--- config.mk ---
export PLATFORM = sky130hd
export DESIGN_NAME = piso_serializer
export DESIGN_NICKNAME = d
export VERILOG_FILES = /design/src/rtl/serdes_pkg.sv /design/src/rtl/bit_counter.sv /design/src/rtl/piso_serializer.sv
export SDC_FILE = /design/constraint.sdc
export NUM_CORES = 1
export LEC_CHECK = 0
export ABC_AREA = 0
export CAP_MARGIN = 20
export CORE_AREA = 2 2 44 46
export CTS_CLUSTER_DIAMETER = 150
export DETAILED_ROUTE_END_ITERATION = 16
export DIE_AREA = 0 0 46 48
export GPL_ROUTABILITY_DRIVEN = 0
export HOLD_SLACK_MARGIN = 0.08
export MAX_ROUTING_LAYER = met4
export PLACE_DENSITY = 0.71
export SYNTH_ARGS = -nofsm -noshare
export SYNTH_HDL_FRONTEND = slang
export SYNTH_SLANG_ARGS = --single-unit
--- constraint.sdc ---
create_clock -name clk -period 1.35 [get_ports clk]
set_input_delay 0.27 -clock clk [delete_from_list [all_inputs] [get_ports clk]]
set_output_delay 0.27 -clock clk [all_outputs]
set_load 0.005 [all_outputs]
--- src/rtl/serdes_pkg.sv ---
// rtl/serdes_pkg.sv - shared state type and frame sizing for the serial link blocks
// Defining PISO_PARITY_EN appends one even-parity bit to every frame.
package serdes_pkg;

  typedef enum logic [1:0] {
    IDLE   = 2'd0,
    SHIFT  = 2'd1,
    PARITY = 2'd2
  } state_e;

`ifdef PISO_PARITY_EN
  localparam int PARITY_BITS = 1;
`else
  localparam int PARITY_BITS = 0;
`endif

  function automatic int cnt_width(input int width);
    return $clog2(width + 1);
  endfunction

  function automatic int frame_len(input int width);
    return width + PARITY_BITS;
  endfunction

endpackage

--- src/rtl/bit_counter.sv ---
// rtl/bit_counter.sv - loadable up-counter with a terminal-count flag
module bit_counter #(
  parameter int CW   = 4,
  parameter int TERM = 7
) (
  input  logic          clk,
  input  logic          rst_n,
  input  logic          load,
  input  logic [CW-1:0] load_val,
  input  logic          en,
  output logic [CW-1:0] count,
  output logic          tc
);

  localparam logic [CW-1:0] TERM_V = CW'(TERM);
  localparam logic [CW-1:0] ONE    = CW'(1);

  logic [CW-1:0] count_d, count_q;

  always_comb begin
    count_d = count_q;
    if (load) begin
      count_d = load_val;
    end else if (en) begin
      count_d = count_q + ONE;
    end
  end

  always_ff @(posedge clk or negedge rst_n) begin
    if (!rst_n) begin
      count_q <= '0;
    end else begin
      count_q <= count_d;
    end
  end

  assign count = count_q;
  assign tc    = (count_q == TERM_V);

endmodule

--- src/rtl/piso_serializer.sv ---
// rtl/piso_serializer.sv - parallel-in serial-out shifter with valid/ready load and framing strobe
// Build with PISO_PARITY_EN to send an even-parity bit after the data bits.
module piso_serializer
  import serdes_pkg::*;
#(
  parameter int WIDTH     = 8,
  parameter bit MSB_FIRST = 1'b0
) (
  input  logic             clk,
  input  logic             rst_n,
  input  logic [WIDTH-1:0] load_data,
  input  logic             load_valid,
  output logic             load_ready,
  output logic             ser_out,
  output logic             ser_valid,
  output logic             ser_last,
  output logic             busy
);

  localparam int CW        = cnt_width(WIDTH);
  localparam int FRAME_LEN = frame_len(WIDTH);
  localparam logic [CW-1:0] LAST_DATA = CW'(WIDTH - 1);

  state_e           state_d, state_q;
  logic [WIDTH-1:0] shreg_d, shreg_q;
  logic [WIDTH-1:0] shreg_shifted;
  logic [CW-1:0]    count;
  logic             tc;
  logic             accept;
  logic             data_done;
  logic             head;

  // The counter runs across the whole frame, so its terminal value marks ser_last.
  bit_counter #(
    .CW  (CW),
    .TERM(FRAME_LEN - 1)
  ) u_bit_counter (
    .clk     (clk),
    .rst_n   (rst_n),
    .load    (accept || ser_last),
    .load_val('0),
    .en      (state_q != IDLE),
    .count   (count),
    .tc      (tc)
  );

  assign busy       = (state_q != IDLE);
  assign ser_valid  = busy;
  assign ser_last   = busy && tc;
  assign load_ready = (state_q == IDLE) || ser_last;
  assign accept     = load_valid && load_ready;
  assign data_done  = (state_q == SHIFT) && (count == LAST_DATA);

  assign head          = MSB_FIRST ? shreg_q[WIDTH-1] : shreg_q[0];
  assign shreg_shifted = MSB_FIRST ? {shreg_q[WIDTH-2:0], 1'b0}
                                   : {1'b0, shreg_q[WIDTH-1:1]};

`ifdef PISO_PARITY_EN
  logic parity_d, parity_q;

  always_comb begin
    parity_d = parity_q;
    if (accept) begin
      parity_d = ^load_data;
    end
  end

  always_ff @(posedge clk or negedge rst_n) begin
    if (!rst_n) begin
      parity_q <= 1'b0;
    end else begin
      parity_q <= parity_d;
    end
  end
`endif

  always_comb begin
    state_d = state_q;
    shreg_d = shreg_q;
    case (state_q)
      IDLE: begin
      end
      SHIFT: begin
        shreg_d = shreg_shifted;
        if (data_done) begin
`ifdef PISO_PARITY_EN
          state_d = PARITY;
`else
          state_d = IDLE;
`endif
        end
      end
      PARITY: begin
        state_d = IDLE;
      end
      default: begin
        state_d = IDLE;
      end
    endcase
    // A word accepted on the last bit starts the next frame with no gap.
    if (accept) begin
      state_d = SHIFT;
      shreg_d = load_data;
    end
  end

  always_ff @(posedge clk or negedge rst_n) begin
    if (!rst_n) begin
      state_q <= IDLE;
      shreg_q <= '0;
    end else begin
      state_q <= state_d;
      shreg_q <= shreg_d;
    end
  end

  always_comb begin
    ser_out = 1'b0;
    if (state_q == SHIFT) begin
      ser_out = head;
    end
`ifdef PISO_PARITY_EN
    else if (state_q == PARITY) begin
      ser_out = parity_q;
    end
`endif
  end

endmodule

==> results of run 1 <==
cells by family after synthesis:
family | count (synthesis) | share of synthesized area
AND/OR/NAND/NOR | 21 | 0.1449
multiplexers | 8 | 0.1134
flip-flops | 13 | 0.4537
buffers and inverters | 6 | 0.06805
AO/OA/AOI/OAI | 20 | 0.2024
adder cells (fa/ha/maj) | 1 | 0.01745
Yosys cell counts:
cell type  number  area (µm²)
nand2b_1        2       12.51
a22o_1          1       8.760
nand3b_1        1       7.510
o22ai_1         7       43.79
o21ai_0         2       10.01
buf_2           3       15.01
and3b_1         1       8.760
nor3b_1         1       7.510
ha_1            1       12.51
mux2_2          1       11.26
a32o_1          1       10.01
nand2_1        10       37.54
a21o_1          7       52.55
buf_8           1       15.01
nand3_1         2       10.01
mux2i_1         7       70.07
and2_1          2       12.51
buf_6           1       11.26
a21boi_2        1       11.26
dfrtp_1        13       325.3
a31o_2          1       8.760
buf_4           1       7.510
nor2_1          2       7.510
power by group through the flow:
stage / sequential [mW] / clock [mW] / combinational (mW)
2_1_floorplan: 0.655 / 0 / 0.574
5_1_grt: 0.703 / 0.270 / 1.01
3_5_place_dp: 0.687 / 0 / 0.896
3_3_place_gp: 0.674 / 0 / 0.868
6_report: 0.685 / 0.239 / 0.893
4_1_cts: 0.674 / 0.250 / 0.929
metrics by stage:
stage,cell area (µm²),util
2_1_floorplan,719.4,-
3_3_place_gp,947.2,0.5607
3_5_place_dp,947.2,0.5607
4_1_cts,999.7,0.5919
5_1_grt,994.7,0.5889
6_report,994.7,0.5889
state kept, by name, indices dropped and copies added, names as in the netlist:
signal               cells
shreg_q                  8
u_bit_counter.count      4
state_q                  1
path summary, 6_finish.rpt:
path	start	to	slack, ps
setup / recovery	u_bit_counter.count[0]	ser_last	-210
hold reg to reg	u_bit_counter.count[2]	u_bit_counter.count[2]	550
min in group clk	u_bit_counter.count[2]	u_bit_counter.count[2]	550
max in group asynchronous	rst_n	state_q[0]	860
hold / removal	rst_n	shreg_q[4]	310
setup reg to reg	u_bit_counter.count[0]	shreg_q[5]	40
layer usage:
layer  up-vias  wire, µm  GRT usage
met4         0        19     0.1029
met5         -         0          -
met3         2        67    0.01509
li1        306         -          -
met2        16       790     0.2944
met1       300       639     0.1888
area by class of cell:
type / instances / area, µm² / share of cell area
tap: 17 / 21.27 / 0.02138
sequential: 13 / 326.6 / 0.3283
clock buffer: 4 / 26.28 / 0.02642
multi-input combinational: 50 / 364.1 / 0.3660
timing repair buffer: 31 / 256.5 / 0.2579
placed cells by master (no fill, tap or decap), types with 2 or more instances in the layout:
| cell | Yosys | routed |
|---|---|---|
| o22ai_1 | 7 | 7 |
| clkbuf_4 | 0 | 3 |
| buf_4 | 1 | 15 |
| and2_1 | 2 | 2 |
| o21ai_0 | 2 | 2 |
| dfrtp_1 | 13 | 12 |
| dlygate4sd2_1 | 0 | 2 |
| buf_2 | 3 | 2 |
| nand3_1 | 2 | 2 |
| mux2i_1 | 7 | 7 |
| a21o_1 | 7 | 7 |
| clkdlybuf4s50_1 | 0 | 10 |
| nand2_1 | 10 | 10 |
| nor2_1 | 2 | 2 |
| nand2b_1 | 2 | 2 |
timing repair:
item                                    4_1_cts  5_1_grt
pin swaps                                    11        2
endpoints found under the setup margin        5       13
buffers inserted                              4        0
hold buffers                                  0        0
resized for setup                            15        4
==> key figures, run 1 <==
Placed design
  • DP Cell Count: 109
  • I/O Buffers: 15
  • Pre-CTS setup slack: -260.1 ps
  • Dpl hpwl: 1120 µm

Floorplan
  • Die H: 48 µm
  • Die width: 46 µm
  • Core footprint: roughly 1700 µm²
  • Initial Util: 0.4244
  • Num ports: 16
  • # rows: 15
  • Die area: 2208 µm²

Critical path
  • CP Max Fanout: 3
  • Nature of the critical path startpoint: flip-flop
  • Crit path cell chain: ha_4 > and3b_1 > and2_1 > buf_2
  • Reg2reg path depth: 6
  • Worst path depth: 4
  • Critical path type: flip-flop to output port
  • Worst Path Buf+Inv: 1
  • Arr. time, crit path: between 1000 and 1500 ps
  • Crit-path leading delay family: flip-flops
  • CP peak stage delay: 420 ps
  • WP data required: approximately 1100 ps
  • CP Capture Type: output port
  • CP max stage cell: dfrtp_1

Timing
  • Fin Clk Skew: between 1.5 and 2 ps
  • Setup TNS Final: -329.4 ps
  • FMAX: between 600 and 700 MHz
  • Fin. Hold Viols: 0
  • Worst setup margin: -210.0 ps
  • Relative slew slack: 0.8541
  • Hold Slack: between 300 and 400 ps
  • Final Cycle Share: 1.156
  • RSZ-0062 raised after global routing: yes
  • Worst Tran Pin Value: 218.4 ps
  • Post-layout min period: 1560 ps
  • Slew Viols, Final: 0
  • Final setup fails: 2

Pwr
  • PD cells: between 1500 and 2000 nW/µm²
  • Pwr Total: 1.817 mW
  • Comb pwr share: 0.491
  • Net switching power: 0.6134 mW
  • Leakage: 0.5280 nW
  • Part of the power in registers: 0.377
  • Sw Ratio: 0.3376
  • VDD IR max: 0.0008138 V
  • Int Power: 1.203 mW
  • Clk pwr share: 0.131

Final layout
  • Layout Cells excl Fill: about 120
  • Area growth, synth to finish: 38.74%
  • Fillers: 148
  • Layout Nets: 111
  • Layout cells sized above 1: 0.2755
  • Ant diodes: 0

Global routing
  • Number of global-route vias before repair: a little over 600
  • Largest net degree at the start of global routing: 14
  • First-pass GRT wire length: between 2000 and 3000 µm
  • Initial antenna violation count: 0
  • Global-route usage over all layers: 0.1701
  • Gr ovfl total: 0

Clock tree
  • TritonCTS Buffers: 3
  • H-tree Lvls: 1
  • TritonCTS clock tree: yes
  • Root buf cell: clkbuf_4
  • Clock slew at reported path FFs: 80 ps
  • Clock buffer depth: 2
  • Clock sink count: 13
  • Worst skew pair latency: 270 ps

Detailed routing
  • 1st-pass router iterations: 4
  • Post-detailed-routing wire length: 1517 µm
  • Drt wl/cell: 13.19 µm
  • Residual DRC: 0
  • Final ANT Viol Nets: 0
  • Vias per cell: 5.426
  • DRT iter0 DRCs: 10
  • Via count: 624

Synthesis
  • Mapped Avg Cell Area: between 10 and 15 µm²
  • Mapped Cells: 69
  • Distinct cells, synth: 23
  • Cell Area, Synth: 716.9 µm²
  • Register area share after synthesis: 0.4538
  • YS warnings: 0
  • Synthesis-stage register bit count: 13
  • Synthesized Nets: 81

Outcome
  • Failing checks: negative setup slack
  • Status: finished, violations left

Hold path
  • Worst hold path class: input pin to asynchronous set/reset pin

Run
  • Number of max-cap violations: 0
Note: power is estimated with default switching activity, not from simulation.
==> run 2, diff against run 1 <==
--- a/config.mk
+++ b/config.mk
@@ -5,7 +5,7 @@
 export SDC_FILE = /design/constraint.sdc
 export NUM_CORES = 1
 export LEC_CHECK = 0
-export ABC_AREA = 0
+export ABC_AREA = 1
 export CAP_MARGIN = 20
 export CORE_AREA = 2 2 44 46
 export CTS_CLUSTER_DIAMETER = 150
@@ -14,7 +14,7 @@
 export GPL_ROUTABILITY_DRIVEN = 0
 export HOLD_SLACK_MARGIN = 0.08
 export MAX_ROUTING_LAYER = met4
-export PLACE_DENSITY = 0.71
+export PLACE_DENSITY = 0.7
 export SYNTH_ARGS = -nofsm -noshare
 export SYNTH_HDL_FRONTEND = slang
 export SYNTH_SLANG_ARGS = --single-unit
==> run 2 against run 1 <==
  * The run still ends with negative setup slack left
  * Clock skew decreased by 1.7 ps
  * Sequential power is 7.7% lower
  * Largest power group unchanged
  * Sequential share of layout area down 1.2 points
  * Utilization is 2.1 points higher
  * Power decreased by 0.55%
  * Clock power hardly changed
==> key figures, run 2 <==
Clock tree
  • H-tree Lvls: 1
  • Root buf cell: clkbuf_4
  • Clock buffer depth: 2
  • TritonCTS Buffers: 3
  • Worst skew pair latency: between 200 and 300 ps
  • Hold buffer count at cts: 0
  • Clock slew at reported path FFs: 80 ps
  • TritonCTS clock tree: yes
  • Clock sink count: 13

Synthesis
  • Synthesized Nets: 103
  • YS warnings: 0
  • Post-synthesis xor/xnor area fraction: 0.01228
  • Top post-synthesis cells by area: dfrtp_1, nand2_1, nand3_1
  • Distinct cells, synth: 16
  • Compound-cell area share of the yosys netlist: 0.02105
  • Register area share after synthesis: 0.4561
  • Post-synth EDFFs: 0
  • Count leader, synth: nand2_1
  • Mapped Cells: 91
  • Cell Area, Synth: roughly 710 µm²
  • Mapped Avg Cell Area: 7.837 µm²
  • Simple-gate share of the synthesized area: 0.3632
  • Synthesis-stage register bit count: 13
  • FFs w/ async S/R, synth: 1.000
  • Post-Synth Adder-Cell Area: 0.01754
  • Post-synth top area cell: dfrtp_1
  • Most frequent cells after synthesis: nand2_1, nand3_1, dfrtp_1
  • Main combinational cell family by area after synthesis: simple AND/OR/NAND/NOR gates
  • Multiplexer share of the synthesized area: 0
  • Top cell type's share of synthesized area: 0.4561
  • Post-synth top flop: dfrtp_1

Critical path
  • Arr. time, crit path: 1150 ps
  • CP peak stage delay: 370 ps
  • WP data required: 1080 ps
  • Crit path cell chain: ha_2 > nand3_4 > nand2_2 > clkbuf_2
  • Critical path type: flip-flop to output port
  • CP Capture Type: output port
  • Nature of the critical path startpoint: flip-flop
  • CP max stage cell: dfrtp_1
  • CP Max Fanout: 3

Final layout
  • Layout cells sized above 1: 0.2903
  • Commonest non-fill, non-tap cell in the layout: nand2_1
  • Layout Nets: 137
  • Area growth, synth to finish: 44.56%
  • Leading cell types in the layout, fill and taps excluded: nand2_1, nand3_1, buf_4, dfrtp_1
  • Largest register FFs: 8
  • Largest Register: shreg_q
  • Ant diodes: 0

Outcome
  • Status: finished, violations left
  • Failing checks: negative setup slack

Pwr
  • Pwr Total: 1.807 mW
  • PD cells: 1753 nW/µm²
  • Leakage: between 0.5 and 0.6 nW
  • VDD IR max: 0.001008 V

Floorplan
  • Core footprint: 1689 µm²
  • Die H: 48 µm
  • # rows: 15
  • Num ports: 16
  • Initial Util: 0.4222
  • Die area: 2208 µm²
  • Die width: 46 µm

Detailed routing
  • Post-detailed-routing wire length: approximately 1700 µm
  • Drt wl/cell: 11.80 µm
  • Vias per cell: between 4 and 5
  • Via count: 675
  • Final ANT Viol Nets: 0
  • Residual DRC: 0
  • 1st-pass router iterations: 4
  • DRT iter0 DRCs: 13

Run
  • Number of max-cap violations: 0

Global routing
  • Grt met3 use: 0.01132
  • Gr ovfl total: 0
  • Global-route usage over all layers: 0.1698
  • M1 GR Usage: 0.1995
  • Met2 usage: 0.2917
  • First-pass GRT wire length: 2511 µm
  • Most crowded layer after global routing: met2
  • Largest net degree at the start of global routing: 17
  • Number of global-route vias before repair: 593
  • Initial antenna violation count: 0

Timing
  • Fin Clk Skew: ~0.24 ps
  • Relative slew slack: 0.8577
  • RSZ-0062 raised after global routing: yes
  • Post-layout min period: 1416 ps
  • FMAX: 706.2 MHz
  • Fin. Hold Viols: 0
  • Final Cycle Share: 1.049
  • Slew Viols, Final: 0
  • Setup TNS Final: -134.0 ps
  • Final setup fails: 3
  • Worst Tran Pin Value: 212.8 ps
  • Worst setup margin: -66.03 ps

Placed design
  • I/O Buffers: 15
  • Dpl hpwl: 1125 µm

Hold path
  • Worst hold path class: input pin to asynchronous set/reset pin
-- run 2: cell types whose count changed after synthesis, sizes merged, moves of 2 or more --
cell,change
a21o,-7
a21oi,+2
mux2i,-7
inv,+13
nand3,+17
and2,-2
buf,-2
nand2b,-2
nand2,+17
o22ai,-7
nor2,+8
-- run 2: timing repair --
action                                  4_1_cts  5_1_grt
gates resized for setup                      18        8
setup buffers                                 4        2
endpoints found under the setup margin       12       11
pin swaps                                     3        4
endpoints found under the hold margin         0        0
-- run 2: kinds of logic after synthesis --
kind of cell | count (synthesis)
compound gates | 3
xor+xnor | 1
fa+ha+maj | 1
buf+inv | 17
flops | 13
simple gates | 56
-- run 2: per-stage QoR --
stage          std cells  hold WS [ps]  setup slack [ps]    util  cell area [µm²]
6_report             141         297.0            -66.03  0.6104             1031
2_1_floorplan         91        -25.59             139.6       -            713.2
4_1_cts              140         295.1            -155.7  0.5911            998.5
3_3_place_gp         132         479.0            -131.3  0.5570            940.9
3_5_place_dp         132         482.8            -195.5  0.5570            940.9
5_1_grt              141         300.1            -129.7  0.6104             1031
-- run 2: routing by layer --
| layer | wire (µm) | up-vias |
|---|---|---|
| met3 | 43 | 2 |
| met1 | 719 | 308 |
| met2 | 875 | 16 |
| met4 | 27 | 0 |
| li1 | - | 349 |
| met5 | 0 | - |
-- run 2: final timing paths --
path / startpoint / to / cells after the start / slack [ps]
max reg2reg: u_bit_counter.count[0] / u_bit_counter.count[2] / 7 / -20
min reg2reg: shreg_q[5] / shreg_q[5] / 2 / 500
max: u_bit_counter.count[0] / load_ready / 4 / -70
min: rst_n / u_bit_counter.count[3] / 2 / 300
min in group clk: shreg_q[5] / shreg_q[5] / 2 / 500
max in group asynchronous: rst_n / state_q[0] / 2 / 870
-- run 2: final cells by class --
cell class                 instances  area [µm²]
fill                             160       658.1
sequential                        13       326.6
inverter                          13       53.80
clock buffer                       4       26.28
timing repair buffer              33       284.0
tap                               17       21.27
multi-input combinational         61       319.1
-- run 2: critical path: cells and delay by family (launching register included) --
family / cells / cell delay [ps]
adder cells (fa/ha/maj): 1 / 220
buffers and inverters: 1 / 120
flip-flops: 1 / 370
AND/OR/NAND/NOR: 2 / 170
-- run 2: where the power goes --
| part | switching, mW | total (mW) | internal [mW] |
|---|---|---|---|
| registers | 0.0917 | 0.632 | 0.540 |
| clock network | 0.122 | 0.236 | 0.114 |
| logic | 0.462 | 0.939 | 0.477 |
==> run 3, diff against run 2 <==
--- a/config.mk
+++ b/config.mk
@@ -7,14 +7,14 @@
 export LEC_CHECK = 0
 export ABC_AREA = 1
 export CAP_MARGIN = 20
-export CORE_AREA = 2 2 44 46
+export CORE_AREA = 2 2 43 45
 export CTS_CLUSTER_DIAMETER = 150
 export DETAILED_ROUTE_END_ITERATION = 16
-export DIE_AREA = 0 0 46 48
+export DIE_AREA = 0 0 45 47
+export DONT_BUFFER_PORTS = 1
 export GPL_ROUTABILITY_DRIVEN = 0
 export HOLD_SLACK_MARGIN = 0.08
 export MAX_ROUTING_LAYER = met4
-export PLACE_DENSITY = 0.7
 export SYNTH_ARGS = -nofsm -noshare
 export SYNTH_HDL_FRONTEND = slang
 export SYNTH_SLANG_ARGS = --single-unit
==> run 3 against run 2 <==
  * Design area fell by 16%
  * Critical endpoint unchanged
  * Sequential cell count did not move
  * Setup slack got worse by 13 ps
  * Largest cell class unchanged
  * Via count fell by 13%
  * The flow still finishes with violations (negative setup slack)
  * Non-clock buffer count fell by 19
==> key figures, run 3 (synthesized netlist as in run 2, its figures left out) <==
Outcome
  • Status: finished, violations left
  • Failing checks: negative setup slack

Final layout
  • Layout cells sized above 1: 0.2857
  • Fin util: 0.5227
  • Ant diodes: 0
  • Layout Nets: 118
  • Largest Register: shreg_q
  • Area growth, synth to finish: 21.05%
  • Largest register FFs: 8
  • Final Cell Area: between 800 and 900 µm²
  • Leading cell types in the layout, fill and taps excluded: nand2_1, nand3_1, dfrtp_1, buf_4, inv_1
  • Commonest non-fill, non-tap cell in the layout: nand2_1

Timing
  • Fin Clk Skew: 1.050 ps
  • FMAX: 699.8 MHz
  • Post-layout min period: roughly 1400 ps
  • Final Cycle Share: 1.058
  • Relative slew slack: 0.6076
  • Slew Viols, Final: 0
  • RSZ-0062 raised after global routing: yes
  • Worst setup margin: -78.94 ps
  • Final setup fails: 3
  • Hold Slack: 99.55 ps
  • Fin. Hold Viols: 0
  • Worst Tran Pin Value: 586.7 ps

Global routing
  • Global-route usage over all layers: 0.1775
  • Number of global-route vias before repair: between 500 and 600
  • Gr ovfl total: 0
  • Initial antenna violation count: 0
  • First-pass GRT wire length: 2553 µm
  • Largest net degree at the start of global routing: 17

Hold path
  • Worst hold path class: input pin to flip-flop
  • Worst Hold Depth: 2
  • Worst hold start: load_valid
  • Hold EP: state_q[0]

Run
  • Number of max-cap violations: 0

Critical path
  • Critical R2R Launch: u_bit_counter.count[0]
  • Nature of the critical path startpoint: flip-flop
  • R2R Setup Slk: -40 ps
  • Arr. time, crit path: 1160 ps
  • R2R Path End: u_bit_counter.count[1]
  • CP peak stage delay: 400 ps
  • Crit-path leading delay family: flip-flops
  • Critical path type: flip-flop to output port
  • CP Max Fanout: 4
  • Worst Path Buf+Inv: 1
  • CP max stage cell: dfrtp_1
  • Crit path cell chain: ha_2 > nand3_4 > nand2_2 > buf_6
  • CP Capture Type: output port
  • WP data required: 1080 ps
  • Reg2reg path depth: 8

Detailed routing
  • Drt wl/cell: between 10 and 15 µm
  • 1st-pass router iterations: 4
  • Final ANT Viol Nets: 0
  • Post-detailed-routing wire length: 1440 µm
  • DRT iter0 DRCs: 7
  • Vias per cell: around 4.8
  • Via count: 584
  • Residual DRC: 0

Pwr
  • VDD IR max: 0.0007711 V
  • Leakage: 0.4487 nW
  • PD cells: 1933 nW/µm²
  • Pwr Total: 1.668 mW

Floorplan
  • # rows: 15
  • Die area: 2115 µm²
  • Num ports: 16
  • Die H: 47 µm
  • Core footprint: 1652 µm²
  • Initial Util: 0.4318
  • Die width: 45 µm

Clock tree
  • Clock buffer depth: 2
  • H-tree Lvls: 1
  • Root buf cell: clkbuf_4
  • Clock sink count: 13
  • TritonCTS clock tree: yes
  • Worst skew pair latency: 280 ps
  • Clock slew at reported path FFs: roughly 80 ps
  • TritonCTS Buffers: 3

Placed design
  • I/O Buffers: 0
  • Placed Area: roughly 720 µm²
  • Dpl hpwl: between 900 and 1000 µm
  • Pre-CTS setup slack: around 70 ps
## run 3: cell count changes in the layout (fill, tap and decap cells not counted), moves of 2 or more
| cell | delta |
|---|---|
| nand3_2 | +2 |
| clkdlybuf4s50_1 | -10 |
| clkdlybuf4s15_1 | -2 |
| nand3_1 | -2 |
| buf_4 | -5 |
| nand2_2 | +2 |
## run 3: routing by layer
metal,GRT usage,part of all wire
met4,0.07059,0.012
met3,0.06154,0.051
met1,0.2262,0.47
met5,-,0
met2,0.2571,0.46
## run 3: area by class of cell
class / instances / area [µm²]
fill: 170 / 788.3
sequential: 13 / 326.6
multi-input combinational: 61 / 322.8
timing repair buffer: 14 / 115.1
inverter: 13 / 51.30
clock buffer: 4 / 26.28
tap: 17 / 21.27
## run 3: metrics by stage
step / setup TNS (ps) / std cells
finish: -146.3 / 122
global route: -363.4 / 122
CTS: -66.09 / 121
detailed placement: 0 / 107
global placement: 0 / 107
floorplan: 0 / 91
## run 3: how the worst max path moves through the flow
| stage | startpoint | endpoint | slack, ps | cells past startpoint |
|---|---|---|---|---|
| floorplan | u_bit_counter.count[0] | load_ready | 140 | 4 |
| global placement | u_bit_counter.count[0] | u_bit_counter.count[3] | 100 | 7 |
| detailed placement | u_bit_counter.count[0] | u_bit_counter.count[3] | 70 | 7 |
| CTS | u_bit_counter.count[0] | load_ready | -60 | 4 |
| global route | u_bit_counter.count[0] | load_ready | -140 | 4 |
| finish | u_bit_counter.count[0] | load_ready | -80 | 4 |
## run 3: power by group
part           total [mW]  leakage (nW)  switching (mW)  internal, mW
sequential          0.642         0.165           0.102         0.540
clock               0.244        0.0150           0.129         0.115
combinational       0.782         0.268           0.388         0.394
total                1.67         0.449           0.619          1.05
## run 3: what timing repair did
action | in CTS | in global routing
gates resized for setup | 3 | 7
pin swaps | 2 | 3
hold buffers | 1 | 0
hold endpoints to repair | 13 | 0
endpoints found under the setup margin | 2 | 13
buffers inserted | 9 | 1
